--- src/rtl/vr_sweep_ctrl_if.sv ---
// Host/test-controller and logic-unit signals for the exhaustive-sweep sequencer.
// The controller is the slave; the host plus the logic unit form the master side.
interface vr_sweep_ctrl_if;
    localparam int unsigned IDX_I_W = 4;
    localparam int unsigned MODE_W  = 2;
    localparam int unsigned RES_W   = 64;
    localparam int unsigned ONES_W  = 7;

    logic                start;
    logic                abort;
    logic                busy;
    logic                done;
    logic [RES_W-1:0]    result;
    logic [ONES_W-1:0]   ones_count;
    logic [IDX_I_W-1:0]  dut_I;
    logic [MODE_W-1:0]   dut_mode;
    logic                dut_O;

    modport master (
        output start, abort, dut_O,
        input  busy, done, result, ones_count, dut_I, dut_mode
    );

    modport slave (
        input  start, abort, dut_O,
        output busy, done, result, ones_count, dut_I, dut_mode
    );
endinterface

--- src/rtl/vr_sweep_ctrl.sv ---
// Walks all 64 {mode, I} vectors of the logic unit, holds each for SETTLE cycles,
// then captures the unit output into a result vector with a running ones count.
module vr_sweep_ctrl #(
    parameter int unsigned SETTLE = 1
) (
    input  logic            clk,
    input  logic            rst_n,
    vr_sweep_ctrl_if.slave  bus
);
    localparam int unsigned IDX_W  = 6;
    localparam int unsigned CNT_W  = 8;
    localparam int unsigned RES_W  = 64;
    localparam int unsigned ONES_W = 7;

    localparam logic [CNT_W-1:0] CNT_LAST = CNT_W'(SETTLE - 1);
    localparam logic [IDX_W-1:0] IDX_LAST = '1;

    typedef enum logic [1:0] {
        ST_IDLE,
        ST_WAIT,
        ST_SAMPLE,
        ST_DONE
    } state_e;

    state_e              state_q, state_d;
    logic [IDX_W-1:0]    idx_q, idx_d;
    logic [CNT_W-1:0]    cnt_q, cnt_d;
    logic [RES_W-1:0]    result_q, result_d;
    logic [ONES_W-1:0]   ones_q, ones_d;
    logic                busy_q, busy_d;
    logic                done_q, done_d;

    always_ff @(posedge clk or negedge rst_n) begin
        if (!rst_n) begin
            state_q  <= ST_IDLE;
            idx_q    <= '0;
            cnt_q    <= '0;
            result_q <= '0;
            ones_q   <= '0;
            busy_q   <= 1'b0;
            done_q   <= 1'b0;
        end else begin
            state_q  <= state_d;
            idx_q    <= idx_d;
            cnt_q    <= cnt_d;
            result_q <= result_d;
            ones_q   <= ones_d;
            busy_q   <= busy_d;
            done_q   <= done_d;
        end
    end

    // Abort leaves idx/result/ones_count untouched so a partial capture stays readable.
    always_comb begin
        state_d  = state_q;
        idx_d    = idx_q;
        cnt_d    = cnt_q;
        result_d = result_q;
        ones_d   = ones_q;
        busy_d   = 1'b0;
        done_d   = 1'b0;

        case (state_q)
            ST_IDLE: begin
                if (bus.start && !bus.abort) begin
                    idx_d    = '0;
                    cnt_d    = '0;
                    result_d = '0;
                    ones_d   = '0;
                    state_d  = ST_WAIT;
                end
            end
            ST_WAIT: begin
                if (bus.abort) begin
                    state_d = ST_IDLE;
                end else if (cnt_q == CNT_LAST) begin
                    cnt_d   = '0;
                    state_d = ST_SAMPLE;
                end else begin
                    cnt_d = cnt_q + CNT_W'(1);
                end
            end
            ST_SAMPLE: begin
                if (bus.abort) begin
                    state_d = ST_IDLE;
                end else begin
                    result_d[idx_q] = bus.dut_O;
                    ones_d          = ones_q + ONES_W'(bus.dut_O);
                    if (idx_q == IDX_LAST) begin
                        state_d = ST_DONE;
                    end else begin
                        idx_d   = idx_q + IDX_W'(1);
                        state_d = ST_WAIT;
                    end
                end
            end
            ST_DONE: begin
                state_d = ST_IDLE;
            end
            default: begin
                state_d = ST_IDLE;
            end
        endcase

        // Registered status follows the state being entered.
        busy_d = (state_d == ST_WAIT) || (state_d == ST_SAMPLE);
        done_d = (state_d == ST_DONE);
    end

    assign bus.dut_I      = idx_q[3:0];
    assign bus.dut_mode   = idx_q[5:4];
    assign bus.busy       = busy_q;
    assign bus.done       = done_q;
    assign bus.result     = result_q;
    assign bus.ones_count = ones_q;

endmodule

--- src/flat_wrapper.sv ---
// flat-port wrapper written by rule: the top's interface ports become plain ports
module vr_sweep_ctrl_flat 
#(
    parameter int unsigned SETTLE = 1
)
  (clk, rst_n, bus_start, bus_abort, bus_dut_O, bus_busy, bus_done, bus_result, bus_ones_count, bus_dut_I, bus_dut_mode);
  vr_sweep_ctrl_if bus_i ();
  input  logic clk;
  input  logic rst_n;
  input wire logic [$bits(bus_i.start)-1:0] bus_start;
  input wire logic [$bits(bus_i.abort)-1:0] bus_abort;
  input wire logic [$bits(bus_i.dut_O)-1:0] bus_dut_O;
  output wire logic [$bits(bus_i.busy)-1:0] bus_busy;
  output wire logic [$bits(bus_i.done)-1:0] bus_done;
  output wire logic [$bits(bus_i.result)-1:0] bus_result;
  output wire logic [$bits(bus_i.ones_count)-1:0] bus_ones_count;
  output wire logic [$bits(bus_i.dut_I)-1:0] bus_dut_I;
  output wire logic [$bits(bus_i.dut_mode)-1:0] bus_dut_mode;
  assign bus_i.start = bus_start;
  assign bus_i.abort = bus_abort;
  assign bus_i.dut_O = bus_dut_O;
  assign bus_busy = bus_i.busy;
  assign bus_done = bus_i.done;
  assign bus_result = bus_i.result;
  assign bus_ones_count = bus_i.ones_count;
  assign bus_dut_I = bus_i.dut_I;
  assign bus_dut_mode = bus_i.dut_mode;
  vr_sweep_ctrl #(.SETTLE(SETTLE)) u_core (.clk(clk), .rst_n(rst_n), .bus(bus_i));
endmodule
--- config.mk ---
export PLATFORM = sky130hd
export DESIGN_NAME = vr_sweep_ctrl_flat
export DESIGN_NICKNAME = d
export VERILOG_FILES = /design/src/rtl/vr_sweep_ctrl_if.sv /design/src/rtl/vr_sweep_ctrl.sv /design/src/flat_wrapper.sv
export SDC_FILE = /design/constraint.sdc
export NUM_CORES = 1
export LEC_CHECK = 0
export CAP_MARGIN = 20
export CORE_MARGIN = 2
export CORE_UTILIZATION = 45
export CTS_CLUSTER_DIAMETER = 50
export CTS_CLUSTER_SIZE = 24
export DETAILED_ROUTE_END_ITERATION = 10
export DONT_BUFFER_PORTS = 1
export PLACE_DENSITY_LB_ADDON = 0.25
export SLEW_MARGIN = 10
export SYNTH_ARGS = -nofsm -noshare
export SYNTH_HDL_FRONTEND = slang
export SYNTH_SLANG_ARGS = --single-unit
--- constraint.sdc ---
create_clock -name clk -period 2.17 [get_ports clk]
set_input_delay 0.651 -clock clk [delete_from_list [all_inputs] [get_ports clk]]
set_output_delay 0.651 -clock clk [all_outputs]
set_load 0.03 [all_outputs]
# Word-level counts from Yosys, hierarchy flattened
# Index checks and enable logic that the tools add are counted.
totals:
  regBits: 89
  output_inout_bits: 79
  in_bits: 5
  word_cells: 57
op_classes:
  n_lt_le_gt_ge: 2
  n_eq_ne: 11
  n_addsub: 3
  n_mux: 23
  reduce_logical: 11
ops:
  columns: ["operator", "n"]
  rows:
  - ["64-bit 2-to-1 mux", 2]
  - ["64-bit one-hot mux with 2 select lines", 1]
  - ["64-bit bitwise mux", 1]
  - ["8-bit 2-to-1 mux", 3]
  - ["6-bit 2-to-1 mux", 3]
  - ["8-bit one-hot mux with 2 select lines", 1]
  - ["7-bit 2-to-1 mux", 2]
  - ["7-bit one-hot mux with 2 select lines", 1]
  - ["6-bit one-hot mux with 2 select lines", 1]
  - ["2-bit 2-to-1 mux", 5]
  - ["8-bit by 1-bit adder with 8-bit output, second input constant", 1]
  - ["2-bit equality test, second input constant", 4]
  - ["8-bit zero test", 1]
  - ["2-bit one-hot mux with 4 select lines", 1]
  - ["7-bit by 1-bit adder with 7-bit output", 1]
  - ["6-bit by 7-bit < comparator with 1-bit output, second input constant", 1]
  - ["6-bit by 1-bit adder with 6-bit output, second input constant", 1]
  - ["1-bit demux with 6-bit select", 1]
  - ["6-bit equality test, second input constant", 1]
  - ["6-bit by 1-bit >= comparator with 1-bit output, second input constant", 1]
  - ["2-bit inequality test, second input constant", 3]
  - ["3-bit AND reduction", 2]
  - ["2-bit by 1-bit equality test with 1-bit output, second input constant", 2]
  - ["4-bit AND reduction", 1]
  - ["7 further kinds", 9]

# Logic depth before layout (Yosys ltp)
depth:
  ltp_word: 7
  ltp_mapped: 7

# Worst setup path after synthesis
# Ideal clock, no wire load.
synth_timing:
  path_type: "input to register"
  from: "input bus_abort"
  to: "register u_core.busy_q, in the netlist u_core.bus.busy"
  arrival_ns: 1.826
  setup_time_ns: 0.126
  slack_ns: 0.218
  cell_stages: 7
  cell_sequence: "buf_4 nor2_2 o21ai_2 buf_2 clkbuf_1 o21ai_0 ha_1"
synth_between:
  elab_chain_len: 6
synth_lines:
  columns: ["element", "line", "rtl"]
  rows:
  - ["from (decl)", "flat_wrapper.sv:11", "input wire logic [$bits(bus_i.abort)-1:0] bus_abort;"]
  - ["1-bit zero test", "vr_sweep_ctrl.sv:65", "if (bus.start && !bus.abort) begin"]
  - ["1-bit logical AND", "vr_sweep_ctrl.sv:65", null]
  - ["2-bit 2-to-1 mux", "vr_sweep_ctrl.sv:65", null]
  - ["2-bit one-hot mux with 4 select lines *", "vr_sweep_ctrl.sv:63", "case (state_q)"]
  - ["net u_core.state_d[0]", "vr_sweep_ctrl.sv:25", "state_e state_q, state_d;"]
  - ["2-bit by 1-bit equality test with 1-bit output / 2-bit equality test (equally long branches)", "vr_sweep_ctrl.sv:106", "busy_d = (state_d == ST_WAIT) || (state_d == ST_SAMPLE);"]
  - ["1-bit logical OR *", "vr_sweep_ctrl.sv:106", null]
  - ["net u_core.busy_d", "vr_sweep_ctrl.sv:30", "logic busy_q, busy_d;"]
  - ["to (signal assigned)", "vr_sweep_ctrl.sv:48", "busy_q <= busy_d;"]
  - ["to (decl)", "vr_sweep_ctrl.sv:30", null]
# The timed path passes the listed nets; every way through them passes the cells marked *.
# A chain may end at the register's enable or synchronous reset.

# Worst setup path after layout
layout_timing:
  from: "register u_core.idx_q[2]"
  to: "output bus_dut_I[2]"
layout_rtl:
  columns: ["element", "line", "rtl"]
  rows:
  - ["from (decl)", "vr_sweep_ctrl.sv:26", "logic [IDX_W-1:0] idx_q, idx_d;"]
  - ["from (signal assigned)", "vr_sweep_ctrl.sv:44", "idx_q <= idx_d;"]
  - ["to (decl)", "flat_wrapper.sv:17", "output wire logic [$bits(bus_i.dut_I)-1:0] bus_dut_I;"]
# No word-level cell between the ends.

==> key figures <==
Status
  – Status: complete, but fails checks
  – Violated checks: hold timing

Die
  – # rows: 35
  – Initial Utilization: 46.5%
  – Io pins: 84
  – Die height: 102 µm
  – Core ar.: 0.00928 mm²
  – X dimension of the die: 102 µm
  – Die Area: 0.0104 mm²

STA
  – Number of max-slew violations in the final report: 0
  – Clock Skew: 14.5 ps
  – Peak clock frequency supported by timing: 512 MHz
  – Worst Max-Slew Pin Slew: 623 ps
  – Final count of negative-setup-slack endpoints: 0
  – Fin crit period: around 2000 ps
  – Summed negative setup slack over all endpoints: 0 ps
  – Period utilisation layout: 90.1%
  – Final worst hold slack: -29.8 ps
  – Final worst slack: 215 ps
  – Headroom to the max-slew limit: a little under 60%
  – RSZ-0062 raised after global routing: no
  – Final number of hold-violating endpoints: 80

Synthesis
  – Fraction of synthesis flops using an asynchronous set or reset pin: 100%
  – Mux cell area share after synthesis: 0%
  – Average instance area after synthesis: just over 9 µm²
  – Synth top area share: 51.6%
  – Mapped Area: 0.00432 mm²
  – Mapped Cells: around 460
  – Number of enable-type register cells in the synthesized netlist: 0
  – Largest family of logic cells by synthesized area: compound AO/OA/AOI/OAI gates
  – Netlist cell types: 46
  – Post-synthesis share of cell area spent on and, or, nand and nor gates: 14.2%
  – Number of flip-flops and latches in the synthesized netlist: 89
  – Share of the synthesized area in compound gates (AO/OA/AOI/OAI): between 20% and 30%
  – Ys Warns: 0
  – Synth Flop Type: sky130_fd_sc_hd__dfrtp_1
  – Synth top area cells: sky130_fd_sc_hd__dfrtp_1 52%, sky130_fd_sc_hd__o21ai_0 13%, sky130_fd_sc_hd__a21oi_1 7.7%
  – Post-Synth XOR/XNOR Area: 1.22%
  – Dominant cell type by area after synthesis: sky130_fd_sc_hd__dfrtp_1
  – Syn Nets: around 470
  – Share of synthesized cell area in full adder, half adder and majority cells: ~1.7%
  – Sequential area share after synthesis: between 50% and 60%

CTS
  – Count of H-tree levels built during CTS: 3
  – Worst-path clk slew: 90 ps
  – Library cell used as clock root buffer: sky130_fd_sc_hd__clkbuf_8
  – CTS Sinks: just under 90
  – CTS Buf Count: 9
  – Clock tree from TritonCTS: done
  – Later-pin clock latency in the skew report: 360 ps
  – Clock Path Buffers: 2

Critical path
  – Worst path arrival time: 1300 ps
  – R2R cell count: 4
  – Largest fanout on the critical path: 19
  – Maximum single-stage delay on the critical path: 680 ps
  – Critical Path Source Type: flip-flop
  – Kind of cell adding the most delay to the critical path: flip-flops
  – Setup slack of the most critical reg-to-reg path: 330 ps
  – Capture point of the worst reg-to-reg path: u_core.bus.result[23]$_DFFE_PN0P_
  – Max stage delay cell, worst path: sky130_fd_sc_hd__dfrtp_1
  – Reg-to-Reg Start: u_core.idx_q[2]$_DFFE_PN0P_
  – Cells along the critical path: buf_4
  – Worst Path Class, Setup: flip-flop to output port
  – Element type at the critical path end: output port
  – Number of buffers and inverters on the critical path: 1
  – Data required time at the worst endpoint: 1520 ps

Pwr
  – Fraction of power spent switching nets: between 30 and 40%
  – Part of the total power dissipated in combinational logic: 17.4%
  – Maximum vdd drop: ~450 µV
  – Pwr/cell area: 778 mW/mm²
  – Proportion of power drawn by the clock network: about a third
  – Share of power burned in registers: 50.1%
  – Power spent charging and discharging nets: 0.00118 W
  – Internal Dissipation: 0.00246 W
  – Static Leakage: 2.08 nW

Route
  – Wirelength, routed: 12,200 µm
  – Drc violations: 0
  – Met3 wirelength from detailed routing: 1260 µm
  – Met1 Routed Length: between 5000 and 6000 µm
  – First-iteration detailed-routing DRC count: 334
  – Top metal layer carrying routed signals: met4
  – Routed via count divided by cell count: a little over 6
  – Routed wirelength normalized by instance count: 20.7 µm
  – Vias: ~3,600
  – Metal2 WL: 5540 µm
  – Detail Route Antenna Nets: 0
  – First drt pass iteration count: 5

Place
  – Buffers on Ports: 0
  – Placement-stage worst setup slack: around 360 ps
  – RD Place Congestion: 0.795
  – Final HPWL DP: around 7800 µm
  – Post-place instance area: around 0.0045 mm²

Global routing
  – Via count of the first global-routing pass: 3,281
  – First-pass GRT wire length: 18,800 µm
  – Initial antenna violation count: 0
  – Global-route usage over all layers: 23.7%
  – Maximum number of pins on one net before global-route repair: 90
  – Total congestion overflow: 0

Final layout
  – Multi-input logic area: 0.00191 mm²
  – Filler cell count in the final layout: between 800 and 900
  – Antenna Diode Count: 0
  – Final design instance area without fill: between 0.004 and 0.005 mm²
  – Number of nets in the finished design: about 470
  – Total area of sequential cells: 0.00223 mm²
  – Area growth, synth to finish: 8.52%
  – Share of final-layout standard cells stronger than drive strength 1: between 10% and 20%

Job
  – Maximum capacitance violations: 0

Min path
  – Min-delay worst type: input pin to asynchronous set/reset pin
-- metrics by stage --
stage,util (%),cells,total power (W)
floorplan,-,462,0.00230
global placement,48.3,572,0.00248
detailed placement,48.3,572,0.00248
CTS,50.5,588,0.00365
global route,50.5,588,0.00382
finish,50.5,588,0.00364
-- synth_stat cells, drive strengths merged, types with 8 or more instances --
library cell  number
nor2              17
buf               12
dfrtp             89
o31ai              8
o21ai            128
clkbuf            27
nand3              8
nand2             26
a21oi             66
-- logic make-up after synthesis --
group	Yosys count
fa+ha+maj	6
buf+inv	45
xor+xnor	6
compound gates	214
simple gates	102
flops	89
-- power groups by stage --
| stage | Combinational, W | Sequential [W] | Clock [W] |
|---|---|---|---|
| 2_1_floorplan | 0.000457 | 0.00184 | 0 |
| 3_3_place_gp | 0.000618 | 0.00186 | 0 |
| 3_5_place_dp | 0.000622 | 0.00186 | 0 |
| 4_1_cts | 0.000624 | 0.00183 | 0.00120 |
| 5_1_grt | 0.000704 | 0.00184 | 0.00127 |
| 6_report | 0.000635 | 0.00183 | 0.00118 |
-- cell usage in the layout (no fill, tap or decap), drive strengths merged, types with 4 or more instances in the layout --
| master | instances |
|---|---|
| nor4 | 4 |
| a21oi | 66 |
| nand3b | 4 |
| xnor2 | 4 |
| inv | 9 |
| or4 | 4 |
| and3b | 6 |
| dfrtp | 89 |
| o21ai | 128 |
| or3 | 5 |
| nand3 | 8 |
| buf | 20 |
| o311ai | 4 |
| o31ai | 8 |
| nor2 | 17 |
| clkbuf | 10 |
| nand2 | 26 |
| nor3 | 5 |
| nor3b | 6 |
| ha | 6 |
-- final cells by class --
class	instances	area share, %
sequential	89	47.5
multi-input combinational	328	40.8
timing repair buffer	20	3.47
tap	129	3.45
clock buffer	10	2.72
clock inverter	6	1.55
inverter	6	0.481
-- layer usage --
layer	global-route usage [%]	vias to the layer above
li1	-	1665
met1	33.8	1768
met2	34.3	141
met3	8.28	20
met4	7.28	0
met5	0	-
-- registers in the layout, indices dropped and copies added, names as in the netlist --
register and flops:
u_core.bus.result 64, u_core.cnt_q 8, u_core.bus.ones_count 7, u_core.idx_q 6
u_core.state_q 2, u_core.bus.busy 1, u_core.bus.done 1
-- worst max-delay path by stage --
| stage | cells past startpoint | slack, ps | startpoint | to |
|---|---|---|---|---|
| after floorplan | 7 | 220 | bus_abort | u_core.bus.busy$_DFF_PN0_ |
| after global placement | 4 | 390 | bus_abort | u_core.bus.result[61]$_DFFE_PN0P_ |
| after detailed placement | 4 | 360 | u_core.idx_q[2]$_DFFE_PN0P_ | u_core.bus.result[23]$_DFFE_PN0P_ |
| after CTS | 1 | 210 | u_core.idx_q[2]$_DFFE_PN0P_ | bus_dut_I[2] |
| after global routing | 3 | 120 | u_core.idx_q[4]$_DFFE_PN0P_ | u_core.bus.result[23]$_DFFE_PN0P_ |
| final | 1 | 220 | u_core.idx_q[2]$_DFFE_PN0P_ | bus_dut_I[2] |
-- timing repair --
item,CTS,global route
setup buffers,0,0
hold endpoints to repair,89,89
gates resized for setup,0,0
Note: power is estimated with default switching activity, not from simulation.
